<file path="config.mk">
export PLATFORM = sky130hd
export DESIGN_NAME = rvc_fetch_align
export DESIGN_NICKNAME = d
export VERILOG_FILES = /design/src/rtl/rvc_fetch_align.sv
export SDC_FILE = /design/constraint.sdc
export NUM_CORES = 1
export LEC_CHECK = 0
export BUFFER_PORTS_ARGS = -buffer_cell sky130_fd_sc_hd__buf_2
export CAP_MARGIN = 20
export CELL_PAD_IN_SITES_DETAIL_PLACEMENT = 1
export CELL_PAD_IN_SITES_GLOBAL_PLACEMENT = 2
export CORE_AREA = 2 2 182 184
export DETAILED_ROUTE_END_ITERATION = 16
export DIE_AREA = 0 0 184 186
export PLACE_DENSITY = 0.8
export SETUP_SLACK_MARGIN = 0.02
export SKIP_LAST_GASP = 1
export SYNTH_ARGS = -nofsm -noshare
export SYNTH_HDL_FRONTEND = slang
export SYNTH_SLANG_ARGS = --single-unit
</file>
<file path="constraint.sdc">
create_clock -name clk -period 4.6 [get_ports clk]
set_clock_uncertainty 0.1 [all_clocks]
set_input_delay 0.92 -clock clk [delete_from_list [all_inputs] [get_ports clk]]
set_output_delay 0.92 -clock clk [all_outputs]
set_load 0.01 [all_outputs]
</file>
<file path="src/rtl/rvc_fetch_align.sv">
// rvc_fetch_align: parcel FIFO that realigns fetch words into RV32 instructions, expanding RVC.
// Rev 1.0
`default_nettype none

module rvc_fetch_align #(
  parameter int unsigned FETCH_W  = 32,
  parameter int unsigned DEPTH    = 8,
  parameter logic [31:0] RESET_PC = 32'h0
) (
  input  logic                      clk,
  input  logic                      rst_n,
  input  logic                      fetch_valid,
  output logic                      fetch_ready,
  input  logic [FETCH_W-1:0]        fetch_data,
  input  logic                      flush,
  input  logic [31:0]               flush_pc,
  output logic                      instr_valid,
  input  logic                      instr_ready,
  output logic [31:0]               instr_o,
  output logic                      instr_is_c,
  output logic [31:0]               instr_pc,
  output logic [$clog2(DEPTH):0]    buf_count
);

  localparam int unsigned P  = FETCH_W / 16;
  localparam int unsigned AW = $clog2(DEPTH);
  localparam int unsigned CW = AW + 1;
  localparam int unsigned DW = $clog2(P);

  localparam logic [6:0] OP_IMM = 7'b0010011;
  localparam logic [6:0] OP_REG = 7'b0110011;
  localparam logic [6:0] OP_LD  = 7'b0000011;
  localparam logic [6:0] OP_ST  = 7'b0100011;
  localparam logic [6:0] OP_BR  = 7'b1100011;
  localparam logic [6:0] OP_JAL = 7'b1101111;
  localparam logic [6:0] OP_JR  = 7'b1100111;
  localparam logic [6:0] OP_LUI = 7'b0110111;

  // RV32C to RV32I expansion; reserved and unsupported encodings yield 32'h0 (illegal).
  function automatic logic [31:0] rvc_expand(input logic [15:0] c);
    logic [31:0] r;
    logic [4:0]  rdp;
    logic [4:0]  rs2p;
    rdp  = {2'b01, c[9:7]};
    rs2p = {2'b01, c[4:2]};
    r    = 32'h0;
    case ({c[1:0], c[15:13]})
      5'b00_000: if (c[12:5] != 8'h0)
        r = {2'b00, c[10:7], c[12:11], c[5], c[6], 2'b00, 5'd2, 3'b000, rs2p, OP_IMM};
      5'b00_010: r = {5'b0, c[5], c[12:10], c[6], 2'b00, rdp, 3'b010, rs2p, OP_LD};
      5'b00_110: r = {5'b0, c[5], c[12], rs2p, rdp, 3'b010, c[11:10], c[6], 2'b00, OP_ST};
      5'b01_000: r = {{6{c[12]}}, c[12], c[6:2], c[11:7], 3'b000, c[11:7], OP_IMM};
      5'b01_001, 5'b01_101:
        r = {c[12], c[8], c[10:9], c[6], c[7], c[2], c[11], c[5:3], c[12], {8{c[12]}},
             (c[15] ? 5'd0 : 5'd1), OP_JAL};
      5'b01_010: r = {{6{c[12]}}, c[12], c[6:2], 5'd0, 3'b000, c[11:7], OP_IMM};
      5'b01_011: begin
        if (c[11:7] == 5'd2) begin
          if ({c[12], c[6:2]} != 6'h0)
            r = {{3{c[12]}}, c[4:3], c[5], c[2], c[6], 4'b0000, 5'd2, 3'b000, 5'd2, OP_IMM};
        end else if ({c[12], c[6:2]} != 6'h0) begin
          r = {{14{c[12]}}, c[12], c[6:2], c[11:7], OP_LUI};
        end
      end
      5'b01_100: begin
        case (c[11:10])
          2'b00, 2'b01: if (!c[12])
            r = {1'b0, c[10], 5'b0, c[6:2], rdp, 3'b101, rdp, OP_IMM};
          2'b10: r = {{6{c[12]}}, c[12], c[6:2], rdp, 3'b111, rdp, OP_IMM};
          default: if (!c[12]) begin
            case (c[6:5])
              2'b00:   r = {7'b0100000, rs2p, rdp, 3'b000, rdp, OP_REG};
              2'b01:   r = {7'b0000000, rs2p, rdp, 3'b100, rdp, OP_REG};
              2'b10:   r = {7'b0000000, rs2p, rdp, 3'b110, rdp, OP_REG};
              default: r = {7'b0000000, rs2p, rdp, 3'b111, rdp, OP_REG};
            endcase
          end
        endcase
      end
      5'b01_110, 5'b01_111:
        r = {c[12], {3{c[12]}}, c[6:5], c[2], 5'd0, rdp, 2'b00, c[13], c[11:10], c[4:3],
             c[12], OP_BR};
      5'b10_000: if (!c[12]) r = {7'b0, c[6:2], c[11:7], 3'b001, c[11:7], OP_IMM};
      5'b10_010: if (c[11:7] != 5'd0)
        r = {4'b0, c[3:2], c[12], c[6:4], 2'b00, 5'd2, 3'b010, c[11:7], OP_LD};
      5'b10_100: begin
        if (!c[12]) begin
          if (c[6:2] == 5'd0) begin
            if (c[11:7] != 5'd0) r = {12'b0, c[11:7], 3'b000, 5'd0, OP_JR};
          end else begin
            r = {7'b0, c[6:2], 5'd0, 3'b000, c[11:7], OP_REG};
          end
        end else begin
          if (c[6:2] == 5'd0) begin
            if (c[11:7] == 5'd0) r = 32'h0010_0073;
            else                 r = {12'b0, c[11:7], 3'b000, 5'd1, OP_JR};
          end else begin
            r = {7'b0, c[6:2], c[11:7], 3'b000, c[11:7], OP_REG};
          end
        end
      end
      5'b10_110: r = {4'b0, c[8:7], c[12], c[6:2], 5'd2, 3'b010, c[11:9], 2'b00, OP_ST};
      default:   r = 32'h0;
    endcase
    return r;
  endfunction

  logic [15:0]   buf_q [DEPTH];
  logic [AW-1:0] head_q, head_d;
  logic [AW-1:0] tail_q, tail_d;
  logic [CW-1:0] count_q, count_d;
  logic [31:0]   pc_q, pc_d;
  logic [DW-1:0] drop_q;

  logic [15:0]   parcel_in [P];
  logic [AW-1:0] wr_idx [P];
  logic [P-1:0]  wr_en;
  logic [AW-1:0] head_nx;
  logic [15:0]   p0, p1;
  logic          is16, avail, accept, consume;
  logic [CW-1:0] n_acc, n_con;

  // Parcels are halfword byte-swapped relative to the bus lane order.
  always_comb begin
    for (int k = 0; k < P; k++) begin
      parcel_in[k] = {fetch_data[16*k +: 8], fetch_data[16*k+8 +: 8]};
      wr_en[k]     = accept && (k >= int'(drop_q));
      wr_idx[k]    = tail_q + AW'(k) - AW'(drop_q);
    end
  end

  assign head_nx     = head_q + AW'(1);
  assign p0          = buf_q[head_q];
  assign p1          = buf_q[head_nx];
  assign is16        = (p0[1:0] != 2'b11);
  assign avail       = is16 ? (count_q != '0) : (count_q >= CW'(2));
  assign fetch_ready = (count_q <= CW'(DEPTH - P));
  assign accept      = fetch_valid && fetch_ready && !flush;
  assign consume     = avail && instr_ready && !flush;
  assign n_acc       = CW'(P) - CW'(drop_q);
  assign n_con       = is16 ? CW'(1) : CW'(2);

  always_comb begin
    count_d = count_q;
    tail_d  = tail_q;
    head_d  = head_q;
    pc_d    = pc_q;
    if (accept) begin
      count_d = count_d + n_acc;
      tail_d  = tail_q + AW'(P) - AW'(drop_q);
    end
    if (consume) begin
      count_d = count_d - n_con;
      head_d  = head_q + (is16 ? AW'(1) : AW'(2));
      pc_d    = pc_q + (is16 ? 32'd2 : 32'd4);
    end
  end

  always_ff @(posedge clk or negedge rst_n) begin
    if (!rst_n) begin
      head_q  <= '0;
      tail_q  <= '0;
      count_q <= '0;
      pc_q    <= RESET_PC;
      drop_q  <= RESET_PC[DW:1];
    end else if (flush) begin
      head_q  <= '0;
      tail_q  <= '0;
      count_q <= '0;
      pc_q    <= flush_pc;
      drop_q  <= flush_pc[DW:1];
    end else begin
      head_q  <= head_d;
      tail_q  <= tail_d;
      count_q <= count_d;
      pc_q    <= pc_d;
      if (accept) drop_q <= '0;
    end
  end

  // Storage needs no reset: nothing is read out unless count covers it.
  always_ff @(posedge clk) begin
    for (int k = 0; k < P; k++) begin
      if (wr_en[k]) buf_q[wr_idx[k]] <= parcel_in[k];
    end
  end

  assign instr_valid = avail;
  assign instr_is_c  = avail && is16;
  assign instr_o     = !avail ? 32'h0 : (is16 ? rvc_expand(p0) : {p1, p0});
  assign instr_pc    = pc_q;
  assign buf_count   = count_q;

endmodule

`default_nettype wire

</file>
==> impl_metrics.csv, run 1 <==
group,metric,value,unit
run_status,outcome,"finished, final reports clean",
synthesis,synth_cells,949,
timing,final_hold_viol_count,0,
global_routing,grt_pass1_wl,59.5,mm
setup_path,reg2reg_to,"instr_pc[31]",
placement,dp_cells,1503,
cts,cts_inserted_buffers,17,
global_routing,antenna_found_initial,3,
setup_path,crit_chain,"buf_4, mux4_2, mux2_4, or4_4, buf_6, nor2_8, nand3_4, a2111oi_4, a31oi_1, buf_2",
timing,timing.final.crit_share,0.991,
synthesis,synth_warnings,0,
layout,final_common_cell,"mux2_2",
layout,layout_common_cells,"mux2_2, buf_2, edfxtp_1",
cts,cts_root_buf,"clkbuf_16",
global_routing,grt_pass1_vias,9563,
setup_path,crit_required,3.58,ns
timing,drv_slew,0,
global_routing,track_usage,0.233,
setup_path,endpoint_kind,"output port",
timing,relSlewSlack,0.258,
global_routing,grt_max_degree,73,
synthesis,async_reset_ff_frac,0.251,
pwr,p_leak,5.12,nW
cts,cts-hold-fix-buffers,0,
setup_path,start_kind,"flop",
floorplan,io_pins,140,
cts,htreeDepth,4,
placement,place_congestion,0.949,
floorplan,fp-row-count,66,
cts,cts_tree,"yes",
detailed_routing,routedWlPerCell,25.7,microns
placement,hpwlAfterDp,28.5,mm
detailed_routing,drc_errors,0,
synthesis,ys_ff_latch,171,
timing,tns,0,ns
layout,syn2layout_area_growth,23.2,%
floorplan,placeableCoreArea,0.0322,sq mm
placement,io_buffer_count,139,
setup_path,crit_type,"reg2out",
cts,cts_sinks,171,
floorplan,initial_core_util,0.357,
cts,clkTransAtPathRegs,0.07,ns
synthesis,ys_seq_area_frac,0.428,
detailed_routing,via_per_inst,5.96,
setup_path,worstPathArrival,3.54,ns
detailed_routing,vias,9297,
pwr,ir_drop,0.000318,V
detailed_routing,ant_nets,0,
layout,fin_nets,1224,
setup_path,r2r_start,"head_q[0]",
layout,fill_cells,3447,
setup_path,critical_path_depth,10,
global_routing,grt_overflow_total,0,
setup_path,endpoint,"instr_o[0]",
job,maxCapViolCount,0,
layout,drive_gt1_frac,0.482,
detailed_routing,first_pass_iters,5,
floorplan,die_h,186,microns
synthesis,synthFlopType,"edfxtp_1",
timing,finalSetupViolCount,0,
setup_path,critPathBufInv,3,
layout,instances_no_fill,1559,
timing,max_freq,0.219,GHz
setup_path,crit_slowest_cell,"or4_4",
synthesis,synth_nets,1035,
synthesis,synth.distinct_cells,60,
detailed_routing,routed_wl,40.0,mm
pwr,powerDensity,560,mW/mm^2
setup_path,critPathLaunch,"head_q[0]",
timing,min_period,4.56,ns
detailed_routing,initialDrtViolationCount,861,
floorplan,die_x,184,microns
setup_path,reg2regPathDepth,12,
timing,tightest_slew,1.11,ns
floorplan,dieArea,0.0342,sq mm
setup_path,slowest_delay,0.54,ns
synthesis,synth_area,0.0115,sq mm
cts,clock_path_buffers,2,
timing,rsz0062_at_grt,"true",
synthesis,syn-mean-instance-area,12.1,sq um
setup_path,cp_max_fo,8,
synthesis,synth_edf_count,128,
setup_path,r2r_slack,0.51,ns
hold_path,min_path_type,"in2async",
layout,diodes,0,
setup_path,cp_top_family,"simple AND/OR/NAND/NOR gates",
cts,clock_latency,0.44,ns
## cell usage after synthesis (3+ instances only)
library cell | instances | share of area
xor2_1 | 9 | 0.0069
nand2_1 | 76 | 0.025
buf_1 | 8 | 0.0026
nor3_1 | 19 | 0.0083
a2111oi_2 | 5 | 0.0065
mux2_2 | 159 | 0.16
nor2_1 | 55 | 0.018
o211ai_1 | 4 | 0.0026
ha_1 | 13 | 0.014
a21o_1 | 3 | 0.0020
a221oi_1 | 12 | 0.0091
and2_1 | 3 | 0.0016
nand4_1 | 4 | 0.0022
nor3_2 | 5 | 0.0044
o31ai_1 | 6 | 0.0039
nor4_1 | 15 | 0.0082
and3_1 | 7 | 0.0038
o21ai_0 | 41 | 0.018
a211oi_1 | 6 | 0.0039
xnor2_1 | 31 | 0.024
dfrtp_1 | 43 | 0.094
o21ai_1 | 23 | 0.010
edfxtp_1 | 128 | 0.33
o21bai_1 | 5 | 0.0033
a31oi_1 | 17 | 0.0093
mux2i_1 | 16 | 0.014
buf_2 | 17 | 0.0074
a21oi_1 | 33 | 0.014
mux4_2 | 64 | 0.13
inv_1 | 23 | 0.0075
nor4_2 | 3 | 0.0033
nand3_1 | 22 | 0.0096
clkbuf_1 | 32 | 0.010
a2111oi_0 | 4 | 0.0030
fa_1 | 4 | 0.0070
## power breakdown
group / switching, mW / internal (mW) / total [mW] / leakage, nW
registers: 0.124 / 1.82 / 1.94 / 1.69
clock network: 0.726 / 0.735 / 1.46 / 0.288
logic: 2.64 / 1.89 / 4.53 / 3.14
## layout make-up
class | instances | area (sq um) | area share
Timing Repair Buffer | 229 | 1440 | 0.102
Timing Repair inverter | 1 | 7.51 | 0.000530
Sequential cell | 171 | 4920 | 0.348
Multi-Input combinational cell | 695 | 6600 | 0.466
Tap cell | 408 | 510 | 0.0360
Clock inverter | 15 | 166 | 0.0117
Inverter | 23 | 90.1 | 0.00636
Clock buffer | 17 | 425 | 0.0300
## worst min-delay path by stage
stage                startpoint  slack [ns]  cells past startpoint           end
floorplan             tail_q[0]        0.41                      2     tail_q[0]
global placement    instr_pc[0]        0.39                      1   instr_pc[0]
detailed placement  instr_pc[0]        0.39                      1   instr_pc[0]
CTS                       rst_n        0.38                      1   instr_pc[8]
global route              rst_n        0.40                      1   instr_pc[7]
finish                    rst_n        0.37                      1  instr_pc[16]
## stage by stage
stage / setup WS, ns / total power [mW] / hold WS, ns / instance area, sq um / utilization
global placement: -0.141 / 5.95 / 0.387 / 13000 / 0.404
finish: 0.0405 / 7.94 / 0.374 / 14200 / 0.440
CTS: -0.0502 / 7.69 / 0.378 / 13900 / 0.432
global route: -0.0793 / 8.29 / 0.401 / 14200 / 0.440
floorplan: 0.259 / 4.46 / 0.409 / 11500 / -
detailed placement: -0.0884 / 5.98 / 0.395 / 13000 / 0.404
## sequential cells by signal, indices dropped and copies added (netlist names)
register / count
buf_count: 4
buf_q: 128
tail_q: 3
head_q: 3
drop_q: 1
instr_pc: 32
## metal layers
layer / part of all wire / vias to the layer above / wire length [microns] / track usage
li1: - / 4085 / - / -
met1: 0.42 / 4792 / 17000 / 0.310
met2: 0.50 / 348 / 19900 / 0.395
met3: 0.056 / 66 / 2240 / 0.0346
met4: 0.021 / 6 / 850 / 0.0698
met5: 0.00092 / - / 37 / 0
## cells by family (layout without fill, tap and decap cells)
group,count (synthesis),count (layout),synth area share
XOR/XNOR,40,40,0.0305
flip-flops,171,171,0.428
adder cells (fa/ha/maj),17,17,0.0211
AND/OR/NAND/NOR,226,226,0.0972
multiplexers,239,239,0.295
AO/OA/AOI/OAI,173,173,0.0976
buffers and inverters,83,285,0.0306
## worst register-to-register path, stage by stage, from the launching register on
cell       delay, ns
dfrtp_4         0.47
buf_12          0.20
mux4_2          0.55
mux2_2          0.44
nand2_4         0.22
ha_1            0.22
inv_1           0.08
fa_1            0.52
inv_1           0.13
o2111ai_2       0.27
nor4_1          0.40
xor2_1          0.11
mux2_2          0.28
## timing repair
action                                  4_1_cts  5_1_grt
pin swaps                                    10        9
gates cloned                                  1        0
buffers inserted                             14        8
gates resized for setup                      42       36
endpoints found under the setup margin       31       28
Note: power is estimated with default switching activity, not from simulation.
==> inputs of run 2 (changes only) <==
Settings changed: REMOVE_ABC_BUFFERS from default to 1.
Clock period 4.6 ns to 4.1 ns, I/O delays scaled along.
==> run 2 against run 1 <==
The flow now finishes with violations (setup timing). Critical path depth grew 2. Hold slack got worse by 0.071 ns. Cell area is 6.7% higher. Setup slack worse by 0.45 ns. Global-route usage rose by 0.58 points.
==> impl_metrics.csv, run 2 (synthesis gave the netlist of run 1 again) <==
group,metric,value,unit
setup_path,cp_max_fo,5,
cts,cts_inserted_buffers,17,
layout,layout_common_cells,"mux2_2, buf_4, buf_2",
placement,place_congestion,0.938,
cts,cts_tree,"yes",
detailed_routing,initialDrtViolationCount,744,
layout,fin_nets,1305,
detailed_routing,ant_nets,0,
timing,relSlewSlack,0.550,
setup_path,r2r_slack,0.18,ns
cts,clock_path_buffers,2,
timing,tns,-9.46,ns
placement,dp_cells,1570,
detailed_routing,routed_wl,41.1,mm
floorplan,die_x,184,microns
setup_path,worstPathArrival,3.59,ns
layout,final_common_cell,"mux2_2",
floorplan,io_pins,140,
layout,instances_no_fill,1642,
floorplan,die_h,186,microns
placement,hpwlAfterDp,28.9,mm
global_routing,antenna_found_initial,5,
cts,clkTransAtPathRegs,0.07,ns
timing,tightest_slew,0.670,ns
layout,drive_gt1_frac,0.537,
setup_path,slowest_delay,0.52,ns
timing,drv_slew,0,
run_status,outcome,"finished with violations",
timing,finalSetupViolCount,30,
detailed_routing,routedWlPerCell,25.0,microns
cts,cts_root_buf,"clkbuf_16",
floorplan,initial_core_util,0.357,
floorplan,dieArea,0.0342,sq mm
cts,cts_sinks,171,
detailed_routing,drc_errors,0,
layout,syn2layout_area_growth,31.5,%
hold_path,min_path_type,"in2async",
timing,final_hold_viol_count,0,
detailed_routing,first_pass_iters,5,
timing,min_period,4.51,ns
floorplan,fp-row-count,66,
setup_path,crit_slowest_cell,"dfrtp_4",
timing,rsz0062_at_grt,"true",
setup_path,cp_common_cell,"buf_12",
pwr,ir_drop,0.000333,V
cts,clock_latency,0.45,ns
timing,max_freq,0.222,GHz
setup_path,critPathBufInv,5,
global_routing,track_usage,0.239,
timing,timing.final.crit_share,1.10,
global_routing,grt_max_degree,52,
detailed_routing,via_per_inst,5.77,
global_routing,grt_pass1_wl,61.3,mm
detailed_routing,vias,9476,
layout,largest_register_ffs,128,
floorplan,placeableCoreArea,0.0322,sq mm
setup_path,crit_required,3.18,ns
cts,htreeDepth,4,
pwr,p_leak,5.60,nW
setup_path,crit_type,"reg2out",
setup_path,start_kind,"flop",
setup_path,cp_top_family,"simple AND/OR/NAND/NOR gates",
setup_path,crit_chain,"buf_12, buf_6, mux4_2, mux2_4, or4_4, buf_8, nand2b_4, nor2b_4, buf_12, a2111oi_4, a221oi_2, buf_2",
job,maxCapViolCount,0,
timing,layout_setup_ws,-0.411,ns
global_routing,grt_pass1_vias,10100,
pwr,powerDensity,638,mW/mm^2
cts,cts-hold-fix-buffers,0,
setup_path,endpoint_kind,"output port",
global_routing,grt_overflow_total,0,
run_status,violations,"setup timing",
placement,io_buffer_count,139,
==> run 2: changes by cell type in the layout (fill, tap and decap cells not counted), sizes merged <==
cell / delta
clkinv: +1
clkbuf: +2
buf: +80
bufinv: +2
clkinvlp: -2
diode: +2
inv: -2
==> run 2: final cells by class <==
type                    count  area (sq um)
multi-input cells         695          6790
inverters                  23          86.3
fillers                  3426         17100
diodes                      2          5.00
clock buffers              17           425
clock inverters            15           179
well taps                 408           510
flip-flops and latches    171          4920
repair buffers            311          2200
==> run 2: path summary, 6_finish.rpt <==
path                                   from            to  cells past startpoint
max in group asynchronous             rst_n   instr_pc[0]                      2
worst min register to register  instr_pc[0]   instr_pc[0]                      1
worst max register to register    head_q[0]  instr_pc[27]                     15
worst max-delay path              head_q[0]   instr_o[12]                     12
min in group clk                instr_pc[0]   instr_pc[0]                      1
worst min-delay path                  rst_n   instr_pc[8]                      1
==> run 2: stage by stage <==
step	power (mW)	instance area [sq um]	setup WS, ns	hold WS [ns]	util
floorplan	4.92	11200	-1.61	0.409	-
global placement	7.05	13500	-0.321	0.388	0.420
detailed placement	7.11	13500	-0.330	0.393	0.420
CTS	9.20	14600	-0.422	0.311	0.454
global route	10.1	15100	-0.509	0.336	0.470
finish	9.65	15100	-0.411	0.303	0.470
==> run 2: power breakdown <==
| group | switching (mW) | internal, mW |
|---|---|---|
| registers | 0.133 | 2.04 |
| clock network | 0.766 | 0.921 |
| logic | 3.17 | 2.62 |
==> run 2: what timing repair did <==
| action | 4_1_cts | 5_1_grt |
|---|---|---|
| setup endpoints to repair | 36 | 32 |
| resized for setup | 77 | 57 |
| pin swaps | 21 | 30 |
| buffers inserted | 14 | 23 |
| cloned | 0 | 2 |
==> run 2: worst reg2reg max path: stages (launching register included) <==
cell       delay (ns)
dfrtp_4          0.52
buf_4            0.16
buf_12           0.14
mux4_2           0.47
mux2_4           0.35
buf_4            0.16
nand2_1          0.14
ha_1             0.20
inv_1            0.06
fa_1             0.42
inv_1            0.09
o2111ai_2        0.25
buf_4            0.24
nor3_1           0.25
xnor2_1          0.17
o21ai_1          0.07
==> run 2: layer usage <==
layer	GRT usage	vias up	wire [microns]
li1	-	4246	-
met1	0.292	4836	16900
met2	0.417	288	20800
met3	0.0411	100	1810
met4	0.104	6	1500
met5	0	-	34
